<file path="config.mk">
export PLATFORM = sky130hd
export DESIGN_NAME = ssg_bus_arbiter_flat
export DESIGN_NICKNAME = d
export VERILOG_FILES = /design/src/rtl/ssg_bus_arbiter_if.sv /design/src/rtl/ssg_bus_arbiter.sv /design/src/flat_wrapper.sv
export SDC_FILE = /design/constraint.sdc
export NUM_CORES = 1
export LEC_CHECK = 0
export CORE_MARGIN = 2
export CORE_UTILIZATION = 36
export CTS_CLUSTER_DIAMETER = 80
export DETAILED_ROUTE_END_ITERATION = 16
export GPL_TIMING_DRIVEN = 0
export PLACE_DENSITY = 0.85
export REMOVE_ABC_BUFFERS = 1
export SYNTH_ARGS = -nofsm -noshare
export SYNTH_HDL_FRONTEND = slang
export SYNTH_SLANG_ARGS = --single-unit
export TNS_END_PERCENT = 20
</file>
<file path="constraint.sdc">
create_clock -name clk -period 2.2 [get_ports clk]
set_clock_uncertainty 0.2 [all_clocks]
set_input_delay 0.44 -clock clk [delete_from_list [all_inputs] [get_ports clk]]
set_output_delay 0.44 -clock clk [all_outputs]
set_load 0.02 [all_outputs]
</file>
<file path="src/rtl/ssg_bus_arbiter_if.sv">
// ssg_bus_arbiter_if
//   One request/response channel of the dual_ssg I/O bus.
//   Used by ssg_bus_arbiter three times: once per master (m0, m1) and once
//   for the shared SSG register port (s).
//
//   ioreq, valid, write : request qualifiers, held until ready
//   address, wdata      : 8-bit request fields
//   ready               : one-cycle accept pulse
//   rdata, rdata_en     : read data and its one-cycle strobe
//
//   modport master : the side that issues requests
//   modport slave  : the side that accepts requests and returns data
interface ssg_bus_arbiter_if;
    logic       ioreq;
    logic       valid;
    logic       write;
    logic [7:0] address;
    logic [7:0] wdata;
    logic       ready;
    logic [7:0] rdata;
    logic       rdata_en;

    modport master (
        output ioreq, valid, write, address, wdata,
        input  ready, rdata, rdata_en
    );

    modport slave (
        input  ioreq, valid, write, address, wdata,
        output ready, rdata, rdata_en
    );
endinterface

</file>
<file path="src/rtl/ssg_bus_arbiter.sv">
// ssg_bus_arbiter
//   Shares the single dual_ssg register port between the cartridge host bus
//   (m0) and the register-script sequencer (m1). One transaction at a time;
//   round-robin or fixed-priority (m0 wins) arbitration on simultaneous
//   requests. Each wait phase (ready, then read data) is bounded by a
//   down-counting timer; an expired wait aborts the transfer, returns 8'hFF
//   for reads and sets the sticky timeout_err flag.
//
//   Ports:
//     clk          system clock
//     reset_n      synchronous active-low reset
//     m0, m1       master channels (arbiter is their slave)
//     s            channel towards dual_ssg (arbiter is its master)
//     timeout_err  sticky abort flag, cleared only by reset
//
//   state      | meaning
//   -----------+---------------------------------------------------------
//   IDLE       | no transfer; arbitrate between pending requests
//   ISSUE      | request presented on s_*, waiting for s.ready
//   WAIT_RDATA | read accepted, waiting for s.rdata_en
module ssg_bus_arbiter #(
    parameter bit          FIXED_PRIORITY = 1'b0,
    parameter int unsigned TIMEOUT        = 255
) (
    input  logic                  clk,
    input  logic                  reset_n,
    ssg_bus_arbiter_if.slave      m0,
    ssg_bus_arbiter_if.slave      m1,
    ssg_bus_arbiter_if.master     s,
    output logic                  timeout_err
);

    typedef enum logic [1:0] {
        IDLE       = 2'd0,
        ISSUE      = 2'd1,
        WAIT_RDATA = 2'd2
    } state_t;

    localparam logic [7:0] TIMER_LOAD = 8'(TIMEOUT);

    state_t     state;
    logic       grant;
    logic       last_grant;
    logic       s_req;
    logic       cap_write;
    logic [7:0] cap_address;
    logic [7:0] cap_wdata;
    logic [7:0] timer;

    logic       req0, req1, pick;
    logic       last_cycle;
    logic       issue_ack, issue_fwd, issue_to;
    logic       wait_fwd, wait_to;
    logic       ack, rd_en;
    logic [7:0] rd_data;

    always_comb begin
        req0 = m0.valid & m0.ioreq;
        req1 = m1.valid & m1.ioreq;
        if (req0 && req1)
            pick = FIXED_PRIORITY ? 1'b0 : ~last_grant;
        else
            pick = req1;
    end

    // The timer holds the number of wait cycles left including the current
    // one, so a value of 1 means this is the last chance for the strobe.
    always_comb begin
        last_cycle = (timer == 8'd1);
        issue_ack  = (state == ISSUE) && s.ready;
        issue_fwd  = issue_ack && !cap_write && s.rdata_en;
        issue_to   = (state == ISSUE) && !s.ready && last_cycle;
        wait_fwd   = (state == WAIT_RDATA) && s.rdata_en;
        wait_to    = (state == WAIT_RDATA) && !s.rdata_en && last_cycle;
        // Gated by reset so a transfer killed by reset never pulses a master.
        ack        = reset_n && (issue_ack || issue_to);
        rd_en      = reset_n && (issue_fwd || wait_fwd || wait_to ||
                                 (issue_to && !cap_write));
        rd_data    = (issue_fwd || wait_fwd) ? s.rdata : 8'hFF;
    end

    always_ff @(posedge clk) begin
        if (!reset_n) begin
            state       <= IDLE;
            grant       <= 1'b0;
            last_grant  <= 1'b1;
            s_req       <= 1'b0;
            cap_write   <= 1'b0;
            cap_address <= 8'h00;
            cap_wdata   <= 8'h00;
            timer       <= 8'h00;
            timeout_err <= 1'b0;
        end else begin
            case (state)
                IDLE: begin
                    if (req0 || req1) begin
                        grant       <= pick;
                        last_grant  <= pick;
                        cap_write   <= pick ? m1.write   : m0.write;
                        cap_address <= pick ? m1.address : m0.address;
                        cap_wdata   <= pick ? m1.wdata   : m0.wdata;
                        timer       <= TIMER_LOAD;
                        s_req       <= 1'b1;
                        state       <= ISSUE;
                    end
                end
                ISSUE: begin
                    timer <= timer - 8'd1;
                    if (s.ready) begin
                        s_req <= 1'b0;
                        if (cap_write || s.rdata_en) begin
                            state <= IDLE;
                        end else begin
                            timer <= TIMER_LOAD;
                            state <= WAIT_RDATA;
                        end
                    end else if (last_cycle) begin
                        s_req       <= 1'b0;
                        timeout_err <= 1'b1;
                        state       <= IDLE;
                    end
                end
                WAIT_RDATA: begin
                    timer <= timer - 8'd1;
                    if (s.rdata_en) begin
                        state <= IDLE;
                    end else if (last_cycle) begin
                        timeout_err <= 1'b1;
                        state       <= IDLE;
                    end
                end
                default: state <= IDLE;
            endcase
        end
    end

    assign s.ioreq   = s_req;
    assign s.valid   = s_req;
    assign s.write   = cap_write;
    assign s.address = cap_address;
    assign s.wdata   = cap_wdata;

    assign m0.ready    = ack & ~grant;
    assign m1.ready    = ack &  grant;
    assign m0.rdata_en = rd_en & ~grant;
    assign m1.rdata_en = rd_en &  grant;
    assign m0.rdata    = (rd_en && !grant) ? rd_data : 8'h00;
    assign m1.rdata    = (rd_en &&  grant) ? rd_data : 8'h00;

endmodule

</file>
<file path="src/flat_wrapper.sv">
// flat-port wrapper written by rule: the top's interface ports become plain ports
module ssg_bus_arbiter_flat 
#(
    parameter bit          FIXED_PRIORITY = 1'b0,
    parameter int unsigned TIMEOUT        = 255
)
  (clk, reset_n, timeout_err, m0_ioreq, m0_valid, m0_write, m0_address, m0_wdata, m0_ready, m0_rdata, m0_rdata_en, m1_ioreq, m1_valid, m1_write, m1_address, m1_wdata, m1_ready, m1_rdata, m1_rdata_en, s_ioreq, s_valid, s_write, s_address, s_wdata, s_ready, s_rdata, s_rdata_en);
  ssg_bus_arbiter_if m0_i ();
  ssg_bus_arbiter_if m1_i ();
  ssg_bus_arbiter_if s_i ();
  input  logic clk;
  input  logic reset_n;
  output logic timeout_err;
  input wire logic [$bits(m0_i.ioreq)-1:0] m0_ioreq;
  input wire logic [$bits(m0_i.valid)-1:0] m0_valid;
  input wire logic [$bits(m0_i.write)-1:0] m0_write;
  input wire logic [$bits(m0_i.address)-1:0] m0_address;
  input wire logic [$bits(m0_i.wdata)-1:0] m0_wdata;
  output wire logic [$bits(m0_i.ready)-1:0] m0_ready;
  output wire logic [$bits(m0_i.rdata)-1:0] m0_rdata;
  output wire logic [$bits(m0_i.rdata_en)-1:0] m0_rdata_en;
  input wire logic [$bits(m1_i.ioreq)-1:0] m1_ioreq;
  input wire logic [$bits(m1_i.valid)-1:0] m1_valid;
  input wire logic [$bits(m1_i.write)-1:0] m1_write;
  input wire logic [$bits(m1_i.address)-1:0] m1_address;
  input wire logic [$bits(m1_i.wdata)-1:0] m1_wdata;
  output wire logic [$bits(m1_i.ready)-1:0] m1_ready;
  output wire logic [$bits(m1_i.rdata)-1:0] m1_rdata;
  output wire logic [$bits(m1_i.rdata_en)-1:0] m1_rdata_en;
  output wire logic [$bits(s_i.ioreq)-1:0] s_ioreq;
  output wire logic [$bits(s_i.valid)-1:0] s_valid;
  output wire logic [$bits(s_i.write)-1:0] s_write;
  output wire logic [$bits(s_i.address)-1:0] s_address;
  output wire logic [$bits(s_i.wdata)-1:0] s_wdata;
  input wire logic [$bits(s_i.ready)-1:0] s_ready;
  input wire logic [$bits(s_i.rdata)-1:0] s_rdata;
  input wire logic [$bits(s_i.rdata_en)-1:0] s_rdata_en;
  assign m0_i.ioreq = m0_ioreq;
  assign m0_i.valid = m0_valid;
  assign m0_i.write = m0_write;
  assign m0_i.address = m0_address;
  assign m0_i.wdata = m0_wdata;
  assign m0_ready = m0_i.ready;
  assign m0_rdata = m0_i.rdata;
  assign m0_rdata_en = m0_i.rdata_en;
  assign m1_i.ioreq = m1_ioreq;
  assign m1_i.valid = m1_valid;
  assign m1_i.write = m1_write;
  assign m1_i.address = m1_address;
  assign m1_i.wdata = m1_wdata;
  assign m1_ready = m1_i.ready;
  assign m1_rdata = m1_i.rdata;
  assign m1_rdata_en = m1_i.rdata_en;
  assign s_ioreq = s_i.ioreq;
  assign s_valid = s_i.valid;
  assign s_write = s_i.write;
  assign s_address = s_i.address;
  assign s_wdata = s_i.wdata;
  assign s_i.ready = s_ready;
  assign s_i.rdata = s_rdata;
  assign s_i.rdata_en = s_rdata_en;
  ssg_bus_arbiter #(.FIXED_PRIORITY(FIXED_PRIORITY), .TIMEOUT(TIMEOUT)) u_core (.clk(clk), .reset_n(reset_n), .m0(m0_i), .m1(m1_i), .s(s_i), .timeout_err(timeout_err));
endmodule
</file>
==> results of run 1 <==
## state kept, by name (all words and copies together) (netlist names)
register and cells:
u_core.s.address 8, u_core.grant 1, u_core.timer 8, u_core.state 2
u_core.s.ioreq 1, u_core.s.wdata 8, u_core.timeout_err 1, u_core.last_grant 1
u_core.s.write 1
## worst reg2reg max path, cell delays in order, from the launching register on
cell and delay [ns]:
dfxtp_2 0.33, inv_2 0.07, buf_4 0.11, buf_4 0.09, ha_2 0.17, or3b_4 0.39
or4_1 0.42, a31oi_1 0.21, o221a_2 0.21
## logic make-up after synthesis
group / synth area share (%)
compound gates: 31.3
simple gates: 14.7
flops: 35.7
buf+inv: 4.24
mux: 9.78
fa+ha+maj: 4.31
## per-layer routing
metal  up-vias  global-route usage, %
met4         0                   8.69
met5         -                      0
met2        89                   34.6
li1        971                      -
met1       947                   25.7
met3        12                   7.41
## Yosys cell counts (2+ instances only)
cell	instances	area [um^2]
dfxtp_1	31	621
a21oi_1	26	130
o21ai_0	23	115
mux2i_1	17	170
o21a_1	16	120
nor2_1	12	45.0
nand2_1	10	37.5
clkbuf_1	9	33.8
ha_1	6	75.1
inv_1	6	22.5
nand3_1	5	25.0
nand2b_1	4	25.0
a311oi_1	3	26.3
nor3b_1	3	22.5
o221a_2	3	33.8
or4_1	3	22.5
a21oi_2	2	17.5
a31oi_1	2	12.5
and2_1	2	12.5
buf_2	2	10.0
o211ai_1	2	15.0
o31ai_1	2	15.0
o32ai_1	2	17.5
## layout make-up
type                            instances  area [um^2]  share of cell area, %
Sequential cell                        31          629                   20.6
Timing Repair Buffer                  110         1080                   35.5
Clock inverter                          2         12.5                  0.410
Tap cell                               54         67.6                   2.21
Inverter                                6         22.5                  0.737
Clock buffer                            6         72.6                   2.38
Multi-Input combinational cell        157         1170                   38.2
## repair_timing
item,4_1_cts,5_1_grt
resized for setup,145,8
pin swaps,7,3
gates cloned,1,0
endpoints found under the setup margin,36,28
buffers inserted,18,2
## power by group through the flow
stage,registers [mW],logic (mW),clock network (mW)
3_3_place_gp,0.692,0.516,0
3_5_place_dp,0.694,0.534,0
6_report,0.697,0.613,0.441
5_1_grt,0.704,0.666,0.475
2_1_floorplan,0.733,0.239,0
4_1_cts,0.693,0.588,0.447
## path summary, 6_finish.rpt
kind / from / cells after the start / end
max reg2reg: u_core.timer[1]$_SDFFE_PN0P_ / 8 / u_core.timer[6]$_SDFFE_PN0P_
min: u_core.last_grant$_SDFFE_PN1P_ / 2 / u_core.last_grant$_SDFFE_PN1P_
min reg2reg: u_core.last_grant$_SDFFE_PN1P_ / 2 / u_core.last_grant$_SDFFE_PN1P_
max: u_core.timer[1]$_SDFFE_PN0P_ / 9 / m1_rdata[7]
## metrics by stage
| stage | TNS [ns] | area, um^2 | utilization, % |
|---|---|---|---|
| after global routing | -9.45 | 3060 | 65.1 |
| after global placement | -42.50 | 2650 | 56.4 |
| after detailed placement | -32.99 | 2670 | 56.8 |
| final | -7.20 | 3060 | 65.1 |
| after floorplan | -3.97 | 1690 | - |
| after CTS | -4.11 | 3010 | 64.1 |
==> impl_results.md, run 1 <==
- Initial antenna violation count: 0
- Antenna cells: 0
- Worst setup SP type: flop
- Max Clock Freq: 380 MHz
- Met2 WL: 2710 um
- Minimum clock period: 2.63 ns
- TritonCTS clock tree: built
- Wire length per cell: 15.2 um
- NumNets Final: 367
- Status: complete, but fails checks
- DR top layer: met4
- Failing checks: negative setup slack
- Syn Std Cell Area: 1740 um^2
- Clock net sink count: 31
- Ys async rst share: 0%
- Synth Instances: 205
- Max clock buf depth: 2
- Layout area overhead: 75.6%
- Worst Path Required: 1.56 ns
- Yosys warns: 0
- Layout cells sized above 1: 25.0%
- TritonCTS Buffers: 5
- Main flop type after synthesis: dfxtp_1
- # placed instances: 337
- Hold buffer count at CTS: 0
- Final setup fails: 21
- DRT Pass-1 Iters: 5
- Maxcap violations: 0
- Post-synth EDFFs: 0
- DR iter-0 viols: 98
- Die area: 5410 um^2
- Pint: 1.17 mW
- Vias: 2019
- Grt ovf: 0
- Critical Path AT: 1.99 ns
- # DRC: 0
- Seq/Total Area, Yosys: 35.7%
- H-tree Lvls: 2
- Max IR drop VDD: 0.396 mV
- Met3 WL: 430 um
- Total length of routed wires: 5550 um
- First-pass GRT wire length: 9030 um
- R2r setup slk: -0.05 ns
- Skew-Pair Late Insertion Delay: 0.28 ns
- Part of the power in registers: 39.8%
- Delay-heaviest family, CP: buffers and inverters
- Vias in the first global route: 1986
- WHS: 0.281 ns
- Die height: 73.5 um
- Reg clk slew, reported paths: 0.07 ns
- Final hold viol count: 0
- Worst Path Max Fanout: 4
- Crit Path Category: flop to output pin
- Crit path top cell by count: buf_6
- Max stage delay on crit path: 0.33 ns
- Crit. End Element: output pin
- Count of input and output buffers: 89
- Worst-margin pin slew: 0.561 ns
- HPWL after DPL: 3500 um
- Non-Filler Instances: 366
- RSZ-0062 raised after global routing: true
- M1 WL: 2280 um
- Clock power frac: 25.2%
- Relative slew slack: 62.5%
- P_leak: 1.26 nW
- Final Cycle Share: 120%
- Combinational Power Share: 35.0%
- Most common cell after layout, fill and taps aside: clkdlybuf4s50_1
- Min-delay worst type: flop to flop
- Most frequent cells in the layout: clkdlybuf4s50_1, dfxtp_1, a21oi_1
- Slew Viols, Final: 0
- Die X: 73.5 um
- I/O Pins: 90
- DP Worst Slack: -1.32 ns
- Avg Inst Size Synth: 8.49 um^2
- CORE AREA: 4690 um^2
- Routed Antenna Nets: 0
- GRT Overall Usage: 21.4%
- Buf+Inv Stages, Crit Path: 4
- Clk Tree Root Cell: clkbuf_8
- NetSw: 581 uW
- Net Sw Frac: 33.2%
- FF+latch count, synth: 31
- Vias/cell: 5.52
- # rows: 25
- Largest net degree at the start of global routing: 33
- Cell variety after synth: 37
- Post-route setup slack: -0.431 ns
- Critical-path top delay cell: dfxtp_2
- Layout filler cell count: 363
- Final GP Congestion: 0.831
- Critical path cell sequence: inv_2 -> ha_4 -> nor3b_4 -> o211ai_1 -> buf_4 -> a21oi_4 -> buf_6 -> o21a_1 -> buf_6
- Initial Util: 37.1%
- Pwr Total: 1.75 mW
- Cell Pwr Density: 573 nW/um^2
Note: power is estimated with default switching activity, not from simulation.
==> inputs of run 2 (changes only) <==
--- a/config.mk
+++ b/config.mk
@@ -10,6 +10,7 @@
 export CTS_CLUSTER_DIAMETER = 80
 export DETAILED_ROUTE_END_ITERATION = 16
 export GPL_TIMING_DRIVEN = 0
+export HOLD_SLACK_MARGIN = 0.1
 export PLACE_DENSITY = 0.85
 export REMOVE_ABC_BUFFERS = 1
 export SYNTH_ARGS = -nofsm -noshare
==> results of run 2 <==
No change in the layout: final DEF, timing and power equal those of run 1.
